## config.mk

```make
export PLATFORM = sky130hd
export DESIGN_NAME = epp_host
export DESIGN_NICKNAME = d
export VERILOG_FILES = /design/src/rtl/epp_host.sv
export SDC_FILE = /design/constraint.sdc
export NUM_CORES = 1
export LEC_CHECK = 0
export ABC_AREA = 1
export CORE_MARGIN = 3
export CORE_UTILIZATION = 45
export CTS_BUF_LIST = sky130_fd_sc_hd__clkbuf_4
export DETAILED_ROUTE_END_ITERATION = 6
export PLACE_DENSITY = 0.7
export SETUP_SLACK_MARGIN = 0.5
export SLEW_MARGIN = 20
export SYNTH_ARGS = -nofsm -noshare
export SYNTH_HDL_FRONTEND = slang
export SYNTH_SLANG_ARGS = --single-unit
```

## constraint.sdc

```tcl
create_clock -name clk -period 2.9 [get_ports clk]
set_input_delay 0.58 -clock clk [delete_from_list [all_inputs] [get_ports clk]]
set_output_delay 0.58 -clock clk [all_outputs]
set_load 0.005 [all_outputs]
```

## src/rtl/epp_host.sv

```systemverilog
// EPP host engine: runs one EPP address/data read or write cycle per accepted command.
// Latency: 1 + SETUP_CYC + 1 + 2 + 1 + 2 + HOLD_CYC cycles minimum (11 at defaults), more while the peripheral stalls.
// Backpressure: cmd_ready only in IDLE; rsp_valid is a one-cycle pulse with no ready, so the consumer must take it.
module epp_host #(
    parameter int SETUP_CYC = 2,
    parameter int HOLD_CYC  = 2,
    parameter int TIMEOUT   = 400
) (
    input  logic       clk,
    input  logic       reset,
    input  logic       cmd_valid,
    output logic       cmd_ready,
    input  logic [1:0] cmd_op,
    input  logic [7:0] cmd_data,
    output logic       rsp_valid,
    output logic [7:0] rsp_data,
    output logic       rsp_timeout,
    output logic       busy,
    output logic [7:0] pport_dout,
    output logic       pport_oe,
    input  logic [7:0] pport_din,
    output logic       nWrite,
    output logic       nAddrStr,
    output logic       nDataStr,
    input  logic       nWait
);

    typedef enum logic [2:0] {S_IDLE, S_SETUP, S_ACK, S_RELEASE, S_HOLD} state_t;

    localparam logic [15:0] SETUP_LAST = 16'(SETUP_CYC - 1);
    localparam logic [15:0] HOLD_LAST  = 16'(HOLD_CYC - 1);
    localparam logic [15:0] WAIT_LAST  = 16'(TIMEOUT - 1);

    state_t      state;
    logic [1:0]  wait_sync;
    logic        wait_s;
    logic [15:0] cnt;
    logic [15:0] cnt_inc;
    logic [1:0]  op_q;
    logic [7:0]  rd_q;
    logic        to_q;
    logic        op_read;
    logic        op_addr;

    assign wait_s    = wait_sync[1];
    // The phase counter saturates so a stuck phase can never wrap into a false match.
    assign cnt_inc   = (cnt == 16'hFFFF) ? cnt : cnt + 16'd1;
    // ops 10/11 are reads; ops 00/11 use the address strobe.
    assign op_read   = op_q[1];
    assign op_addr   = (op_q[0] == op_q[1]);
    assign cmd_ready = (state == S_IDLE) && !reset;
    assign busy      = (state != S_IDLE);

    // nWait is asynchronous to clk: two flops before the FSM looks at it.
    always_ff @(posedge clk) begin
        if (reset) begin
            wait_sync <= 2'b11;
        end else begin
            wait_sync <= {wait_sync[0], nWait};
        end
    end

    // Bus-cycle sequencer; every bus pin and the response are registered here.
    always_ff @(posedge clk) begin
        if (reset) begin
            state       <= S_IDLE;
            cnt         <= 16'd0;
            op_q        <= 2'b00;
            rd_q        <= 8'h00;
            to_q        <= 1'b0;
            rsp_valid   <= 1'b0;
            rsp_data    <= 8'h00;
            rsp_timeout <= 1'b0;
            pport_dout  <= 8'h00;
            pport_oe    <= 1'b0;
            nWrite      <= 1'b1;
            nAddrStr    <= 1'b1;
            nDataStr    <= 1'b1;
        end else begin
            rsp_valid   <= 1'b0;
            rsp_data    <= 8'h00;
            rsp_timeout <= 1'b0;
            case (state)
                S_IDLE: begin
                    if (cmd_valid && cmd_ready) begin
                        op_q       <= cmd_op;
                        rd_q       <= 8'h00;
                        to_q       <= 1'b0;
                        cnt        <= 16'd0;
                        // Direction and data settle here, well before any strobe.
                        nWrite     <= cmd_op[1];
                        pport_oe   <= ~cmd_op[1];
                        pport_dout <= cmd_op[1] ? 8'h00 : cmd_data;
                        state      <= S_SETUP;
                    end
                end
                S_SETUP: begin
                    if (cnt == SETUP_LAST) begin
                        cnt <= 16'd0;
                        if (op_addr) nAddrStr <= 1'b0;
                        else         nDataStr <= 1'b0;
                        state <= S_ACK;
                    end else begin
                        cnt <= cnt_inc;
                    end
                end
                S_ACK: begin
                    // An acknowledge on the final allowed cycle still wins over the timeout.
                    if (!wait_s) begin
                        if (op_read) rd_q <= pport_din;
                        nAddrStr <= 1'b1;
                        nDataStr <= 1'b1;
                        cnt      <= 16'd0;
                        state    <= S_RELEASE;
                    end else if (cnt == WAIT_LAST) begin
                        nAddrStr <= 1'b1;
                        nDataStr <= 1'b1;
                        to_q     <= 1'b1;
                        cnt      <= 16'd0;
                        state    <= S_HOLD;
                    end else begin
                        cnt <= cnt_inc;
                    end
                end
                S_RELEASE: begin
                    if (wait_s) begin
                        cnt   <= 16'd0;
                        state <= S_HOLD;
                    end else if (cnt == WAIT_LAST) begin
                        to_q  <= 1'b1;
                        cnt   <= 16'd0;
                        state <= S_HOLD;
                    end else begin
                        cnt <= cnt_inc;
                    end
                end
                S_HOLD: begin
                    if (cnt == HOLD_LAST) begin
                        pport_oe    <= 1'b0;
                        pport_dout  <= 8'h00;
                        nWrite      <= 1'b1;
                        rsp_valid   <= 1'b1;
                        rsp_timeout <= to_q;
                        rsp_data    <= (op_read && !to_q) ? rd_q : 8'h00;
                        cnt         <= 16'd0;
                        state       <= S_IDLE;
                    end else begin
                        cnt <= cnt_inc;
                    end
                end
                default: state <= S_IDLE;
            endcase
        end
    end

endmodule

```

==> results.ini, run 1 <==
[worst_setup_path]
arrival_ps=1670
cpPeakStageDelay_ps=510
r2r_cells=11
r2r_slack_ps=1010
crit_top_cell=nor2_4
crit_path_cell_trace=nor2_4 -> nand2_4 -> nor2_4 -> clkdlybuf4s50_1
critPathKind=register to primary output
slowest_stage=clkdlybuf4s50_1
required_ps=2320
worstPathMaxFanout=7
cp-start-kind=register
worst_setup_path_end_kind=primary output
timing.rr.end=cnt[0]$_SDFFE_PP0P_
reg2reg_from=cnt[0]$_SDFFE_PP0P_

[drt]
detail-route-antenna-nets=0
wirelength_um=5950
dr.pass1.iters=4
num_vias=2516
routedWlPerCell_um=11.8
drc=0
routed_via_density=4.98
first_iter_violations=166

[die]
initial_utilization=0.485
fp.dieW_um=84.4
die_y_um=84.4
row_count=27
ios=46
dieArea_mm2=0.00712
core-area_mm2=0.00571

[grt]
grt_pass1_vias=2321
grt_start_max_net_pins=24
grt_first_pass_wirelength_um=10600
overflow=0
grt_usage=0.174
antenna_found_initial=0

[final_layout]
drive_above_1_share=0.141
nNetsFinal=456
diodes=0
syn_to_final_growth_pct=19.9

[status]
outcome=completed

[hold_path]
worstHoldPathCells=1
hold_start=wait_sync[0]$_SDFF_PP1_
holdPathEnd=wait_sync[1]$_SDFF_PP1_
hold_class=register to register

[logic_synthesis]
yosys.area.top_type_share=0.391
yosysMostFrequentCell=nand2_1
synth_cells=388
synth_cell_types=32
syn_area_mm2=0.00277
synth_flop_cell=dfxtp_1
synth_area_leader_cell=dfxtp_1
synth_fp_nets=412
syn_avg_cell_area_um2=7.13
synthArstFlopShare=0
synthTopCellsByArea=dfxtp_1, nand2_1, nor2_1
yosys_warnings=0
synth_edf_count=0
ys_seq_area_frac=0.391
yosys-top-cells-count=nand2_1, dfxtp_1, nor2_1
ys_ff_latch=54

[sta]
hold_viol=0
finalCritPeriodShare=0.776
drv_slew=0
worstMarginPinSlew_ps=509
setup_violations=0
tns_ps=0
period_minus_slack_ps=2250
fin_ws_ps=650
grt_setup_unrepaired=false
slew_headroom=0.659
fin_hold_ws_ps=430
clock.fmax_mhz=444
finClkSkew_ps=8.61

[pwr]
total_power_uw=1830
power.leakage_uw=0.00126
powerDensity_mw_per_mm2=553
ir_drop_mv=0.263

[cts]
clk_latency_ps=370
htreeDepth=2
cts_setup_buffers=0
numCtsBuffers=5
cts_sinks=54
cts_buffer_depth=2
cts-root-buf=clkbuf_4
cts_tree=done
clkTransAtPathRegs_ps=150

[placed_design]
dp_slack_ps=208
io_buffers=45
dpl.hpwl_um=4460
place_congestion=0.951

[run]
cap_violations=0

==> power by group <==
part / internal, µW / switching (µW) / total [µW]
sequential: 797 / 45.3 / 842
combinational: 214 / 357 / 571
clock: 182 / 238 / 420
total: 1190 / 640 / 1830
==> metrics by stage <==
| step | std cells | area, µm² | util |
|---|---|---|---|
| final | 505 | 3320 | 0.581 |
| after global routing | 505 | 3320 | 0.581 |
| after CTS | 505 | 3320 | 0.581 |
| after detailed placement | 497 | 3240 | 0.567 |
| after global placement | 497 | 3240 | 0.567 |
| after floorplan | 388 | 2770 | - |
==> how the worst max path moves through the flow <==
| stage | startpoint | to | slack [ps] | depth (start not counted) |
|---|---|---|---|---|
| after floorplan | cnt[0]$_SDFFE_PP0P_ | cnt[10]$_SDFFE_PP0P_ | 1400 | 9 |
| after global placement | reset | cnt[2]$_SDFFE_PP0P_ | 290 | 7 |
| after detailed placement | reset | cnt[2]$_SDFFE_PP0P_ | 210 | 7 |
| after CTS | state[0]$_SDFFE_PP0P_ | cmd_ready | 580 | 4 |
| after global routing | state[0]$_SDFFE_PP0P_ | cmd_ready | 540 | 4 |
| final | state[0]$_SDFFE_PP0P_ | cmd_ready | 650 | 4 |
==> layout make-up <==
class	instances	area, µm²
Fill cell	558	2390
Inverter	48	183
Timing Repair Buffer	46	457
Multi-Input combinational cell	277	1430
Tap cell	72	90.1
Clock inverter	3	42.5
Sequential cell	54	1080
Clock buffer	5	37.5
==> layer usage <==
layer / global-route usage / share of wire
met4: 0.0360 / 0.014
met3: 0.0422 / 0.058
met5: 0 / 0
met2: 0.280 / 0.45
met1: 0.239 / 0.48
==> cell usage in the layout (no fill, tap or decap), types with 4 or more instances in the layout <==
master	n
a21oi_1	28
clkbuf_4	5
clkdlybuf4s50_1	44
dfxtp_1	53
inv_1	40
inv_2	7
nand2_1	98
nand2_2	8
nand3_1	25
nand3_2	4
nand4_1	14
nor2_1	41
nor2_2	15
nor2_4	7
o21ai_0	14
==> kinds of logic after synthesis <==
family,Yosys count,synth area share
compound gates,50,0.102
fa+ha+maj,2,0.00904
buf+inv,57,0.0936
flops,54,0.391
simple gates,225,0.405
==> critical path: cells and delay by family, from the launching register on <==
kind | cells | cell delay [ps]
buffers and inverters | 1 | 510
DFF | 1 | 390
and+or+nand+nor | 3 | 400
==> registers in the layout (all words and copies together) (netlist names) <==
register	count
cnt	16
pport_dout	8
rd_q	8
rsp_data	8
state	3
op_q	2
wait_sync	2
nAddrStr	1
nDataStr	1
nWrite	1
pport_oe	1
rsp_timeout	1
rsp_valid	1
to_q	1
==> timing repair <==
| item | CTS | global route |
|---|---|---|
| pin swaps | 0 | 0 |
| hold buffers | 0 | 0 |
| endpoints found under the setup margin | 1 | 1 |
| gates resized for setup | 1 | 1 |
Power figures use the tool's default switching activity.
==> run 2, diff against run 1 <==
--- a/config.mk
+++ b/config.mk
@@ -10,7 +10,7 @@
 export CORE_UTILIZATION = 45
 export CTS_BUF_LIST = sky130_fd_sc_hd__clkbuf_4
 export DETAILED_ROUTE_END_ITERATION = 6
-export PLACE_DENSITY = 0.7
+export PLACE_DENSITY = 0.73
 export SETUP_SLACK_MARGIN = 0.5
 export SLEW_MARGIN = 20
 export SYNTH_ARGS = -nofsm -noshare
==> constraint.sdc (replaced) <==
create_clock -name clk -period 1.92 [get_ports clk]
set_input_delay 0.384 -clock clk [delete_from_list [all_inputs] [get_ports clk]]
set_output_delay 0.384 -clock clk [all_outputs]
set_load 0.005 [all_outputs]
==> results.ini, run 2 (synthesized netlist as in run 1, its figures left out) <==
[cts]
cts_tree=done
cts-root-buf=clkbuf_4
clk_latency_ps=400  ; +30 ps
cts_buffer_depth=2  ; unchanged
numCtsBuffers=5  ; unchanged
htreeDepth=2  ; unchanged
cts_sinks=54  ; unchanged
clkTransAtPathRegs_ps=170  ; +20 ps

[worst_setup_path]
worstSetupEndpoint=cmd_ready
timing.rr.end=cnt[4]$_SDFFE_PP0P_
cp-start-kind=register
worstPathMaxFanout=3  ; -4
worst_setup_path_end_kind=primary output
critPathKind=register to primary output
reg2reg_from=state[0]$_SDFFE_PP0P_
required_ps=1540  ; -780 ps
arrival_ps=1230  ; -440 ps
r2r_cells=9  ; -2
r2r_slack_ps=330  ; -680 ps
worstSetupStartpoint=state[0]$_SDFFE_PP0P_

[sta]
setup_violations=0  ; unchanged
worstMarginPinSlew_ps=330  ; -179 ps
fin_ws_ps=305  ; -344 ps
grt_setup_unrepaired=true
period_minus_slack_ps=1610
clock.fmax_mhz=619
hold_viol=0  ; unchanged
finalCritPeriodShare=0.841
tns_ps=0  ; unchanged
drv_slew=0  ; unchanged
finClkSkew_ps=11.8  ; +3.14 ps
slew_headroom=0.779  ; +0.120

[drt]
wirelength_um=8180  ; +37%
first_iter_violations=279  ; +68%
num_vias=2923  ; +16%
routed_via_density=5.30  ; +6.5%
routedWlPerCell_um=14.8  ; +26%
detail-route-antenna-nets=0  ; unchanged
dr.pass1.iters=6  ; +2
drc=0  ; unchanged

[hold_path]
hold_class=register to register
hold_start=wait_sync[0]$_SDFF_PP1_

[final_layout]
top_register=cnt
diodes=0  ; unchanged
drive_above_1_share=0.395  ; +0.254
syn_to_final_growth_pct=49.5
most-common-layout-cells=nand2_1, inv_1, nor2_1
largest_register_ff_count=16  ; unchanged
nNetsFinal=502  ; +10%
fin_util=0.725  ; +0.143
final_cells=551  ; +9.1%
layout_commonest_cell=nand2_1

[grt]
grt_pass1_vias=2566  ; +11%
antenna_found_initial=0  ; unchanged
grt_start_max_net_pins=20  ; -17%
grt_first_pass_wirelength_um=12200  ; +16%
grt_usage=0.207  ; +0.0328
overflow=0  ; unchanged

[pwr]
power_frac_clock=0.172  ; -0.057
power.internal_uw=2050  ; +72%
power.leakage_uw=0.00170  ; +35%
powerDensity_mw_per_mm2=809  ; +46%
seqPwrFrac=0.390  ; -0.069
ir_drop_mv=0.426  ; +62%
p_switching_uw=1290  ; +100%
p_sw_frac=0.386  ; +0.0371
pwr-share-comb=0.439  ; +0.127

[placed_design]
io_buffers=45  ; unchanged
place_congestion=0.888  ; -6.6%
dp_slack_ps=-7.20  ; -215 ps
dpl.hpwl_um=4490  ; +0.66%
place_inst=503  ; +1.2%

[die]
die_y_um=84.4  ; unchanged
fp.dieW_um=84.4  ; unchanged
ios=46  ; unchanged
dieArea_mm2=0.00712  ; unchanged
core-area_mm2=0.00571  ; unchanged
initial_utilization=0.485  ; unchanged
row_count=27  ; unchanged

[run]
cap_violations=0  ; unchanged

[status]
outcome=completed

-- run 2: how the worst min path moves through the flow --
stage                                         end  slack, ps  depth (start not counted)
after floorplan           wait_sync[1]$_SDFF_PP1_        390                          1
after global placement    wait_sync[1]$_SDFF_PP1_        390                          1
after detailed placement  wait_sync[1]$_SDFF_PP1_        400                          1
after CTS                  rsp_data[5]$_SDFF_PP0_        430                          2
after global routing      wait_sync[1]$_SDFF_PP1_        460                          1
final                     wait_sync[1]$_SDFF_PP1_        440                          1
-- run 2: area by class of cell --
type | instances | area [µm²]
fillers | 409 | 1570
flip-flops and latches | 54 | 1140
well taps | 72 | 90.1
multi-input cells | 280 | 1780
inverters | 48 | 203
repair buffers | 89 | 860
clock buffers | 5 | 37.5
clock inverters | 3 | 28.8
-- run 2: power groups by stage --
stage               Sequential [µW]  Combinational, µW  Clock [µW]
floorplan                      1290                676           0
global placement               1300                941           0
detailed placement             1310                953           0
CTS                            1290               1190         589
global route                   1310               1560         625
finish                         1300               1470         575
-- run 2: repair_timing --
item / 4_1_cts / 5_1_grt
pin swaps: 23 / 29
setup buffers: 23 / 13
hold buffers: 0 / 0
resized for setup: 94 / 76
cloned: 4 / 0
setup endpoints to repair: 65 / 51
-- run 2: critical path, cell delays in order, from the launching register on --
cell      delay [ps]
dfxtp_4          400
nor2_4           140
nand2_4           90
nor2_4            90
clkbuf_2         120
-- run 2: routing by layer --
metal,vias to the layer above,GRT usage,routed length [µm]
met3,36,0.0393,497
li1,1429,-,-
met4,0,0.0662,269
met1,1324,0.266,3500
met5,-,0,0
met2,134,0.351,3910
-- run 2: stage by stage --
step | hold slack (ps) | power [µW] | instance area [µm²]
floorplan | 389 | 1970 | 2780
global placement | 394 | 2250 | 3320
detailed placement | 405 | 2260 | 3320
CTS | 434 | 3070 | 3830
global route | 455 | 3500 | 4140
finish | 440 | 3350 | 4140
